===== src/rtl/sdram_stream_pkg.sv =====
// Shared types and default sizes for the SDRAM read/write streaming muxes.
package sdram_stream_pkg;

  localparam int DATA_W     = 16;
  localparam int ADDR_W     = 19;
  localparam int LEN_W      = 12;
  localparam int FIFO_DEPTH = 8;

  // Burst sequencer states.
  typedef enum logic [1:0] {
    IDLE,
    ISSUE,
    DRAIN,
    DONE
  } state_t;

  // Identifies which client owns the current burst.
  typedef enum logic {
    CLIENT_A,
    CLIENT_B
  } client_t;

endpackage


===== src/rtl/sync_fifo.sv =====
// Synchronous first-word-fall-through FIFO with occupancy count.
// A push into a full FIFO is accepted when a pop happens in the same cycle.
module sync_fifo #(
  parameter int    WIDTH = 16,
  parameter int    DEPTH = 8,
  localparam int   PTR_W = $clog2(DEPTH),
  localparam int   CNT_W = $clog2(DEPTH) + 1
) (
  input  logic             clk,
  input  logic             rst,
  input  logic             push,
  input  logic [WIDTH-1:0] push_data,
  input  logic             pop,
  output logic [WIDTH-1:0] pop_data,
  output logic             full,
  output logic             empty,
  output logic [CNT_W-1:0] count
);

  logic [WIDTH-1:0] mem [DEPTH];
  logic [PTR_W-1:0] wr_ptr;
  logic [PTR_W-1:0] rd_ptr;
  logic             do_push;
  logic             do_pop;

  assign full     = (count == CNT_W'(DEPTH));
  assign empty    = (count == '0);
  assign do_pop   = pop && !empty;
  assign do_push  = push && (!full || pop);
  assign pop_data = empty ? '0 : mem[rd_ptr];

  // Storage write port.
  // NOTE: the array has no reset; its contents are meaningless until written and
  // empty-gating of pop_data keeps stale entries off the output.
  always_ff @(posedge clk) begin
    if (do_push) mem[wr_ptr] <= push_data;
  end

  // Pointer and occupancy bookkeeping; pointers wrap naturally at power-of-2 depth.
  // NOTE: non-blocking assignments so every register samples pre-edge values.
  always_ff @(posedge clk or posedge rst) begin
    if (rst) begin
      wr_ptr <= '0;
      rd_ptr <= '0;
      count  <= '0;
    end else begin
      if (do_push) wr_ptr <= wr_ptr + 1'b1;
      if (do_pop)  rd_ptr <= rd_ptr + 1'b1;
      case ({do_push, do_pop})
        2'b10:   count <= count + 1'b1;
        2'b01:   count <= count - 1'b1;
        default: count <= count;
      endcase
    end
  end

endmodule


===== src/rtl/data_streaming_sdram_read.sv =====
// Two-client burst-read front end for the single SDRAM controller read port.
// Requests are captured into one-entry slots, arbitrated round-robin, issued
// under a credit limit equal to the return FIFO depth, and the returned words
// are streamed to the owning client through the FIFO.
module data_streaming_sdram_read
  import sdram_stream_pkg::*;
#(
  parameter int DATA_W     = sdram_stream_pkg::DATA_W,
  parameter int ADDR_W     = sdram_stream_pkg::ADDR_W,
  parameter int LEN_W      = sdram_stream_pkg::LEN_W,
  parameter int FIFO_DEPTH = sdram_stream_pkg::FIFO_DEPTH
) (
  input  logic              i_clk,
  input  logic              i_rst,
  input  logic              i_startA,
  input  logic [ADDR_W-1:0] i_addrA,
  input  logic [LEN_W-1:0]  i_lenA,
  input  logic              i_startB,
  input  logic [ADDR_W-1:0] i_addrB,
  input  logic [LEN_W-1:0]  i_lenB,
  output logic              o_busyA,
  output logic              o_busyB,
  output logic              o_doneA,
  output logic              o_doneB,
  output logic [DATA_W-1:0] o_data,
  output logic              o_validA,
  output logic              o_validB,
  input  logic              i_readyA,
  input  logic              i_readyB,
  output logic [ADDR_W-1:0] o_addr,
  output logic              o_enableRead,
  input  logic              i_sdramReady,
  input  logic [DATA_W-1:0] i_readData,
  input  logic              i_readValid
);

  localparam int CNT_W = $clog2(FIFO_DEPTH) + 1;

  state_t            state;
  client_t           grant;
  client_t           last_tie;
  logic              pend_a, pend_b;
  logic [ADDR_W-1:0] slot_addr_a, slot_addr_b;
  logic [LEN_W-1:0]  slot_len_a, slot_len_b;
  logic              take_a, take_b, tie;
  logic [LEN_W-1:0]  next_len;
  logic [LEN_W-1:0]  iss_rem;
  logic [LEN_W-1:0]  pop_rem;
  logic [CNT_W-1:0]  credits;
  logic              active, accept, pop, push;
  logic              fifo_full, fifo_empty;
  logic [CNT_W-1:0]  fifo_count;
  logic [DATA_W-1:0] fifo_data;

  assign active       = (state == ISSUE) || (state == DRAIN);
  assign o_enableRead = (state == ISSUE) && (credits < CNT_W'(FIFO_DEPTH)) && (iss_rem != '0);
  assign accept       = o_enableRead && i_sdramReady;
  assign o_validA     = !fifo_empty && active && (grant == CLIENT_A);
  assign o_validB     = !fifo_empty && active && (grant == CLIENT_B);
  assign o_data       = fifo_data;
  assign pop          = (o_validA && i_readyA) || (o_validB && i_readyB);
  // Only words still owed to the burst are stored; stale returns are dropped.
  assign push         = i_readValid && (fifo_count < credits) && (!fifo_full || pop);

  // Capture slots: a start is taken only while that client is not busy.
  always_ff @(posedge i_clk or posedge i_rst) begin
    if (i_rst) begin
      pend_a      <= 1'b0;
      pend_b      <= 1'b0;
      o_busyA     <= 1'b0;
      o_busyB     <= 1'b0;
      slot_addr_a <= '0;
      slot_addr_b <= '0;
      slot_len_a  <= '0;
      slot_len_b  <= '0;
    end else begin
      if (i_startA && !o_busyA) begin
        pend_a      <= 1'b1;
        o_busyA     <= 1'b1;
        slot_addr_a <= i_addrA;
        slot_len_a  <= i_lenA;
      end else begin
        if (take_a) pend_a <= 1'b0;
        if (state == DONE && grant == CLIENT_A) o_busyA <= 1'b0;
      end
      if (i_startB && !o_busyB) begin
        pend_b      <= 1'b1;
        o_busyB     <= 1'b1;
        slot_addr_b <= i_addrB;
        slot_len_b  <= i_lenB;
      end else begin
        if (take_b) pend_b <= 1'b0;
        if (state == DONE && grant == CLIENT_B) o_busyB <= 1'b0;
      end
    end
  end

  // Round-robin arbiter: last_tie remembers who won the previous tie, so
  // simultaneous requests alternate while a lone request is always served.
  // NOTE: every output gets a default first so no latch is inferred.
  always_comb begin
    take_a = 1'b0;
    take_b = 1'b0;
    tie    = pend_a && pend_b;
    if (state == IDLE) begin
      if (tie) begin
        take_a = (last_tie == CLIENT_B);
        take_b = (last_tie == CLIENT_A);
      end else begin
        take_a = pend_a;
        take_b = pend_b;
      end
    end
    next_len = take_a ? slot_len_a : slot_len_b;
  end

  // Burst sequencer: grant, issue addresses, wait for delivery, pulse done.
  always_ff @(posedge i_clk or posedge i_rst) begin
    if (i_rst) begin
      state    <= IDLE;
      grant    <= CLIENT_A;
      last_tie <= CLIENT_B;
      o_addr   <= '0;
      iss_rem  <= '0;
      pop_rem  <= '0;
      o_doneA  <= 1'b0;
      o_doneB  <= 1'b0;
    end else begin
      o_doneA <= 1'b0;
      o_doneB <= 1'b0;
      if (pop) pop_rem <= pop_rem - 1'b1;
      case (state)
        IDLE: begin
          if (take_a || take_b) begin
            grant   <= take_a ? CLIENT_A : CLIENT_B;
            o_addr  <= take_a ? slot_addr_a : slot_addr_b;
            iss_rem <= next_len;
            pop_rem <= next_len;
            if (tie) last_tie <= take_a ? CLIENT_A : CLIENT_B;
            if (next_len == '0) begin
              state   <= DONE;
              o_doneA <= take_a;
              o_doneB <= take_b;
            end else begin
              state <= ISSUE;
            end
          end
        end
        ISSUE: begin
          if (accept) begin
            o_addr  <= o_addr + 1'b1;
            iss_rem <= iss_rem - 1'b1;
            if (iss_rem == LEN_W'(1)) state <= DRAIN;
          end
        end
        DRAIN: begin
          if (pop_rem == '0 || (pop_rem == LEN_W'(1) && pop)) begin
            state   <= DONE;
            o_doneA <= (grant == CLIENT_A);
            o_doneB <= (grant == CLIENT_B);
          end
        end
        DONE:    state <= IDLE;
        default: state <= IDLE;
      endcase
    end
  end

  // Credits count words issued but not yet handed to the client.
  always_ff @(posedge i_clk or posedge i_rst) begin
    if (i_rst) begin
      credits <= '0;
    end else begin
      case ({accept, pop})
        2'b10:   credits <= credits + 1'b1;
        2'b01:   credits <= credits - 1'b1;
        default: credits <= credits;
      endcase
    end
  end

  sync_fifo #(
    .WIDTH (DATA_W),
    .DEPTH (FIFO_DEPTH)
  ) u_ret_fifo (
    .clk       (i_clk),
    .rst       (i_rst),
    .push      (push),
    .push_data (i_readData),
    .pop       (pop),
    .pop_data  (fifo_data),
    .full      (fifo_full),
    .empty     (fifo_empty),
    .count     (fifo_count)
  );

endmodule


===== config.mk =====
export PLATFORM = sky130hd
export DESIGN_NAME = data_streaming_sdram_read
export DESIGN_NICKNAME = d
export VERILOG_FILES = /design/src/rtl/sdram_stream_pkg.sv /design/src/rtl/sync_fifo.sv /design/src/rtl/data_streaming_sdram_read.sv
export SDC_FILE = /design/constraint.sdc
export NUM_CORES = 1
export LEC_CHECK = 0
export ABC_AREA = 1
export CORE_UTILIZATION = 62
export DETAILED_ROUTE_END_ITERATION = 7
export PLACE_DENSITY = 0.86
export SLEW_MARGIN = 20
export SYNTH_ARGS = -nofsm -noshare
export SYNTH_HDL_FRONTEND = slang
export SYNTH_HIERARCHICAL = 1
export SYNTH_SLANG_ARGS = --single-unit

===== constraint.sdc =====
create_clock -name i_clk -period 8.7 [get_ports i_clk]
set_input_delay 1.305 -clock i_clk [delete_from_list [all_inputs] [get_ports i_clk]]
set_output_delay 1.305 -clock i_clk [all_outputs]
set_load 0.05 [all_outputs]

Word-level counts from Yosys, hierarchy flattened
Memories as Yosys holds them, arrays and structs flattened.
Index checks and enable logic that the tools add are counted.
W data, S select, Z words.
{"block": "word_totals", "regBits": 129, "latchBits": 0, "ram_bits": 128, "romBits": 0, "in_bits": 86, "output_inout_bits": 42, "memories": 1}
{"block": "classes", "addsub": 9, "multipliers": 0, "n_div": 0, "magnitude_cmp": 2, "n_eq_ne": 14, "shifts": 0, "muxes": 43, "bitwise": 2, "n_reduce_logical": 43}
{"memory": "u_ret_fifo.mem", "depth": 8, "width": 16, "read_ports": 1, "rd_ports_with_merged_regs": 0, "write_ports": 1, "line": "sync_fifo.sv:20", "rtl": "logic [WIDTH-1:0] mem [DEPTH];"}
{"operator": "$mux W12", "n": 6}
{"operator": "$mux W19", "n": 3}
{"operator": "$pmux W19 S2", "n": 1}
{"operator": "$eq A12 B1 Y1 const B", "n": 2}
{"operator": "$logic_not A12 Y1", "n": 2}
{"operator": "$pmux W12 S2", "n": 1}
{"operator": "$sub A12 B1 Y12 const B", "n": 2}
{"operator": "$mux W1", "n": 21}
{"operator": "$add A19 B1 Y19 const B", "n": 1}
{"operator": "$logic_and A1 B1 Y1", "n": 18}
{"operator": "$mux W16", "n": 1}
{"operator": "$pmux W4 S2", "n": 2}
{"operator": "$reduce_bool A2 Y1", "n": 7}
{"operator": "$reduce_bool A12 Y1", "n": 1}
{"operator": "$mux W2", "n": 5}
{"operator": "$add A4 B1 Y4 const B", "n": 2}
{"operator": "$eq A2 B2 Y1 const B", "n": 4}
{"operator": "$pmux W2 S4", "n": 1}
{"operator": "$sub A4 B1 Y4 const B", "n": 2}
{"operator": "$add A3 B1 Y3 const B", "n": 2}
{"operator": "$eq A2 B1 Y1 const B", "n": 3}
{"operator": "$ne A2 B1 Y1 const B", "n": 3}
{"operator": "$reduce_and A3 Y1", "n": 2}
{"operator": "$logic_or A1 B1 Y1", "n": 5}
{"operator": "other kinds (11)", "n": 16}

Depth between registers and ports, before layout
{"block": "depth", "ltp_word": 11, "mapped_depth": 19}

Cells and area by module
Netlist, hierarchy kept.
{"module": "data_streaming_sdram_read", "n_inst": 1, "cells_each": 808, "area_per_inst_um2": 6683.9}
{"module": "sync_fifo", "n_inst": 1, "cells_each": 459, "area_per_inst_um2": 5659.2}

Worst setup path after synthesis
OpenSTA, ideal clock, no wires.
{"block": "synth_path", "path_type": "input -> register", "start": "in i_readyB", "end": "mem u_ret_fifo.mem[4][0] (enable)", "t_arrival_ns": 3.035, "setup_slack_ns": 5.277, "stages": 8, "cell_sequence": "nand4_1 -> nand2_1 -> buf_2 -> inv_1 -> nand4_1 -> nand2_2 -> or2_4 -> nor2_1"}
{"block": "synth_via", "elab_chain_cells": 7}
{"item": "from (decl)", "line": "data_streaming_sdram_read.sv:29", "rtl": "input logic i_readyB,"}
{"item": "$logic_and A1 B1 Y1 *", "line": "data_streaming_sdram_read.sv:61", "rtl": "assign pop = (o_validA && i_readyA) || (o_validB && i_readyB);"}
{"item": "$logic_or A1 B1 Y1 *", "line": "data_streaming_sdram_read.sv:61"}
{"item": "named net pop", "line": "data_streaming_sdram_read.sv:50", "rtl": "logic active, accept, pop, push;"}
{"item": "$logic_or A1 B1 Y1 *", "line": "sync_fifo.sv:29, data_streaming_sdram_read.sv:63"}
{"item": "$logic_and A1 B1 Y1", "line": "data_streaming_sdram_read.sv:63", "rtl": "assign push = i_readValid && (fifo_count < credits) && (!fifo_full || pop);"}
{"item": "$logic_and A1 B1 Y1 *", "line": "sync_fifo.sv:29", "rtl": "assign do_push = push && (!full || pop);"}
{"item": "$mux W1 *", "line": "sync_fifo.sv:36", "rtl": "if (do_push) mem[wr_ptr] <= push_data;"}
{"item": "$mux W1 (implied by the code) *", "line": "sync_fifo.sv:36"}
{"item": "to (decl)", "line": "sync_fifo.sv:20"}
Mark *: on every way through the listed nets, which the timed path passes. The rest lies on a longest branch.

Final worst setup path
{"block": "layout_path", "start": "reg u_ret_fifo.rd_ptr[0]", "end": "out o_data[14]"}
{"block": "layout_via", "elab_chain_cells": 2}
{"item": "from (decl)", "line": "sync_fifo.sv:22", "rtl": "logic [PTR_W-1:0] rd_ptr;"}
{"item": "from (signal assigned)", "line": "sync_fifo.sv:48", "rtl": "if (do_pop) rd_ptr <= rd_ptr + 1'b1;"}
{"item": "$mem_v2 Z8 W16"}
{"item": "$mux W16", "line": "sync_fifo.sv:30", "rtl": "assign pop_data = empty ? '0 : mem[rd_ptr];"}
{"item": "to (decl)", "line": "data_streaming_sdram_read.sv:25", "rtl": "output logic [DATA_W-1:0] o_data,"}
No other way between the ends.

==> summary.md <==
| Metric | Value |
|---|---|
| Status | `finished clean` |
| FFs w/ async S/R, synth | `0.502` |
| WL met3 | `2.54 mm` |
| Core area | `19500 sq um` |
| H-tree levels | `1` |
| CP peak stage delay | `860 ps` |
| Worst slew margin | `0.289` |
| Sw Pwr | `1750 uW` |
| Register area share after synthesis | `0.573` |
| IO buf count | `127` |
| Final layout net count | `1493` |
| Mux cell area share after synthesis | `0.0420` |
| Final core occ | `0.757` |
| Detail Route Antenna Nets | `0` |
| Synth-to-Final Area Change | `19.4%` |
| Max Buffers Root-to-Sink | `3` |
| Final Wtd Congestion | `0.866` |
| HPWL after DPL | `18.3 mm` |
| Worst slew pin tran | `1070 ps` |
| Post-DR wirelength/cell | `17.8 microns` |
| Synth Area in Simple Gates | `0.178` |
| Xor and xnor area share after synthesis | `0.0128` |
| Pleak | `0.00624 uW` |
| First-pass GRT wire length | `48.0 mm` |
| CTS tree | `built` |
| Crit Path Max Fanout | `67` |
| CTS Sinks | `257` |
| #FFs+latches synth | `257` |
| Synth Net Count | `1376` |
| Setup tns final | `0 ps` |
| Sequential share of power | `0.345` |
| Adder-cell share of the synthesized area | `0.0239` |
| Clock tree root buffer cell | `clkbuf_16` |
| Critical path capture point type | `primary output` |
| Synth Area per Inst | `9.74 sq um` |
| Commonest non-fill, non-tap cells in the layout | `225 x nor2_1, 222 x nand2_1, 128 x dfrtp_1, 128 x edfxtp_1, 127 x clkdlybuf4s50_1` |
| RSZ-0062 raised after global routing | `false` |
| M1 WL | `11.5 mm` |
| Min Tclk post-route | `5010 ps` |
| Largest net degree at the start of global routing | `84` |
| Critical Path, Cell by Cell | `buf_4, inv_2, nor2_1, o211ai_1, nand2_1, nor2_1, clkdlybuf4s50_1` |
| Chip Width | `143 microns` |
| Total Wirelength | `29.7 mm` |
| Logic gate share of total power | `0.374` |
| Die H | `143 microns` |
| # IOs | `128` |
| DR WL met2 | `14.9 mm` |
| Post-CTS sizing | `0` |
| Num CTS Buffers | `26` |
| EDFF count, synth | `128` |
| Initial antenna violation count | `0` |
| Final hold violations | `0` |
| Overflow after GRT | `0` |
| Distinct cells, synth | `48` |
| VDD IR-drop max | `198 uV` |
| Fin. max-slew vios | `0` |
| Cell repeated most along the worst path | `nor2_1` |
| Max frequency | `200 MHz` |
| Die area | `20500 sq um` |
| Number of DRC markers in iteration 0 | `892` |
| Number of post-CTS setup repair buffers | `0` |
| Post-CTS Hold Buffers | `0` |
| Overall Global Routing Usage | `0.301` |
| Post-Synthesis Cell Area | `12300 sq um` |
| Vias per inst | `5.81` |
| Switching power share of the total | `0.383` |
| HP Class | `register to register` |
| PD cells | `310 nW/um^2` |
| Kind of start point of the critical path | `register` |
| Tcrit/Tclk final | `0.576` |
| FP Rows | `51` |
| Remaining DRCs | `0` |
| YS warnings | `6` |
| Via count | `9702` |
| Combinational family with the most area after synthesis | `simple AND/OR/NAND/NOR gates` |
| Crit Path Category | `register to primary output` |
| Critical path required time | `7390 ps` |
| Int Power | `2820 uW` |
| Commonest non-fill, non-tap cell in the layout | `nor2_1` |
| Share of cells above drive strength 1 | `0.112` |
| Cells after Synth | `1267` |
| Clk pwr share | `0.281` |
| Worst-path clk slew | `60 ps` |
| Worst-Skew Late Latency | `530 ps` |
| Top Layer Used | `met4` |
| Crit path DAT | `3700 ps` |
| Clock skew | `16.1 ps` |
| Max-cap violations | `0` |
| CP max stage cell | `inv_2` |
| Compound-Gate Fraction of Synth Area | `0.112` |
| Vias in the first global route | `9656` |
| Number of detailed-route iterations in the first pass | `6` |
| Initial Utilization | `0.634` |
| Final setup violation count | `0` |
| Dominant synthesized flop cell | `edfxtp_1` |
==> critical path: cells and delay by family (launching register included) <==
kind | cells | cell delay (ps)
DFF | 1 | 380
and+or+nand+nor | 3 | 470
buffers and inverters | 3 | 2030
AOI/OAI and AO/OA | 1 | 290
==> sequential cells by signal, indices dropped and copies added, names as in the netlist, 12 cells and up <==
name            cells
slot_addr_a        19
u_ret_fifo/mem    128
o_addr             19
slot_addr_b        19
iss_rem            12
pop_rem            12
slot_len_a         12
slot_len_b         12
==> cells in the mapped netlist, types with 13 or more instances <==
| cell type | n | share of area |
|---|---|---|
| o21ai_0 | 118 | 0.048 |
| mux2_2 | 46 | 0.042 |
| edfxtp_1 | 128 | 0.31 |
| buf_2 | 13 | 0.0053 |
| o211ai_1 | 18 | 0.011 |
| nor3_1 | 13 | 0.0053 |
| dfrtp_1 | 128 | 0.26 |
| inv_1 | 90 | 0.027 |
| a21oi_1 | 29 | 0.012 |
| ha_1 | 22 | 0.022 |
| xor2_1 | 14 | 0.0099 |
| o21ai_1 | 21 | 0.0085 |
| clkbuf_1 | 20 | 0.0061 |
| o22ai_1 | 25 | 0.013 |
| nand2_1 | 223 | 0.068 |
| o21ai_2 | 20 | 0.014 |
| nand3_1 | 32 | 0.013 |
| nor2_1 | 225 | 0.068 |
==> per-stage QoR <==
step           worst slack [ps]  instance area, sq um  cells  hold WS (ps)  total power [uW]
2_1_floorplan              4240                 12300   1267           446              2810
3_3_place_gp               4440                 13700   1621           462              3180
3_5_place_dp               4330                 13700   1621           463              3250
4_1_cts                    3720                 14700   1669           475              4570
5_1_grt                    3520                 14700   1669           501              4810
6_report                   3690                 14700   1670           471              4570
==> final cells by class <==
type / count / area, sq um
Tap cell: 265 / 332
Antenna cell: 1 / 2.50
Inverter: 95 / 367
Timing Repair Buffer: 142 / 1390
Fill cell: 1265 / 4730
Clock buffer: 33 / 782
Clock inverter: 15 / 234
Sequential cell: 257 / 7070
Multi-Input combinational cell: 862 / 4550
==> path summary, 6_finish.rpt <==
check / from / to / slack, ps / cells past startpoint
min in group asynchronous: i_rst / u_ret_fifo/rd_ptr[0] / 1170 / 2
hold reg to reg: credits[0] / credits[0] / 470 / 1
setup reg to reg: u_ret_fifo/count[2] / u_ret_fifo/mem[4][0] / 4750 / 12
max in group asynchronous: i_rst / iss_rem[4] / 6380 / 3
hold / removal: credits[0] / credits[0] / 470 / 1
setup / recovery: u_ret_fifo/rd_ptr[0] / o_data[14] / 3690 / 7
==> power groups by stage <==
stage | registers (uW) | clock network [uW] | logic, uW
final | 1580 | 1290 | 1710
after global placement | 1580 | 0 | 1600
after global routing | 1590 | 1350 | 1860
after CTS | 1570 | 1300 | 1690
after detailed placement | 1590 | 0 | 1660
after floorplan | 1610 | 0 | 1210
==> kinds of logic (layout without fill, tap and decap cells) <==
kind of cell | count (synthesis) | count (layout)
simple gates | 534 | 534
flops | 257 | 257
mux | 46 | 46
fa+ha+maj | 23 | 23
other cells | 0 | 1
compound gates | 241 | 241
buf+inv | 148 | 285
xor+xnor | 18 | 18
==> per-layer routing <==
layer,vias to the layer above,GRT usage
li1,4503,-
met1,4699,0.375
met2,438,0.515
met3,62,0.0721
met4,0,0.102
met5,-,0
Power figures use the tool's default switching activity.
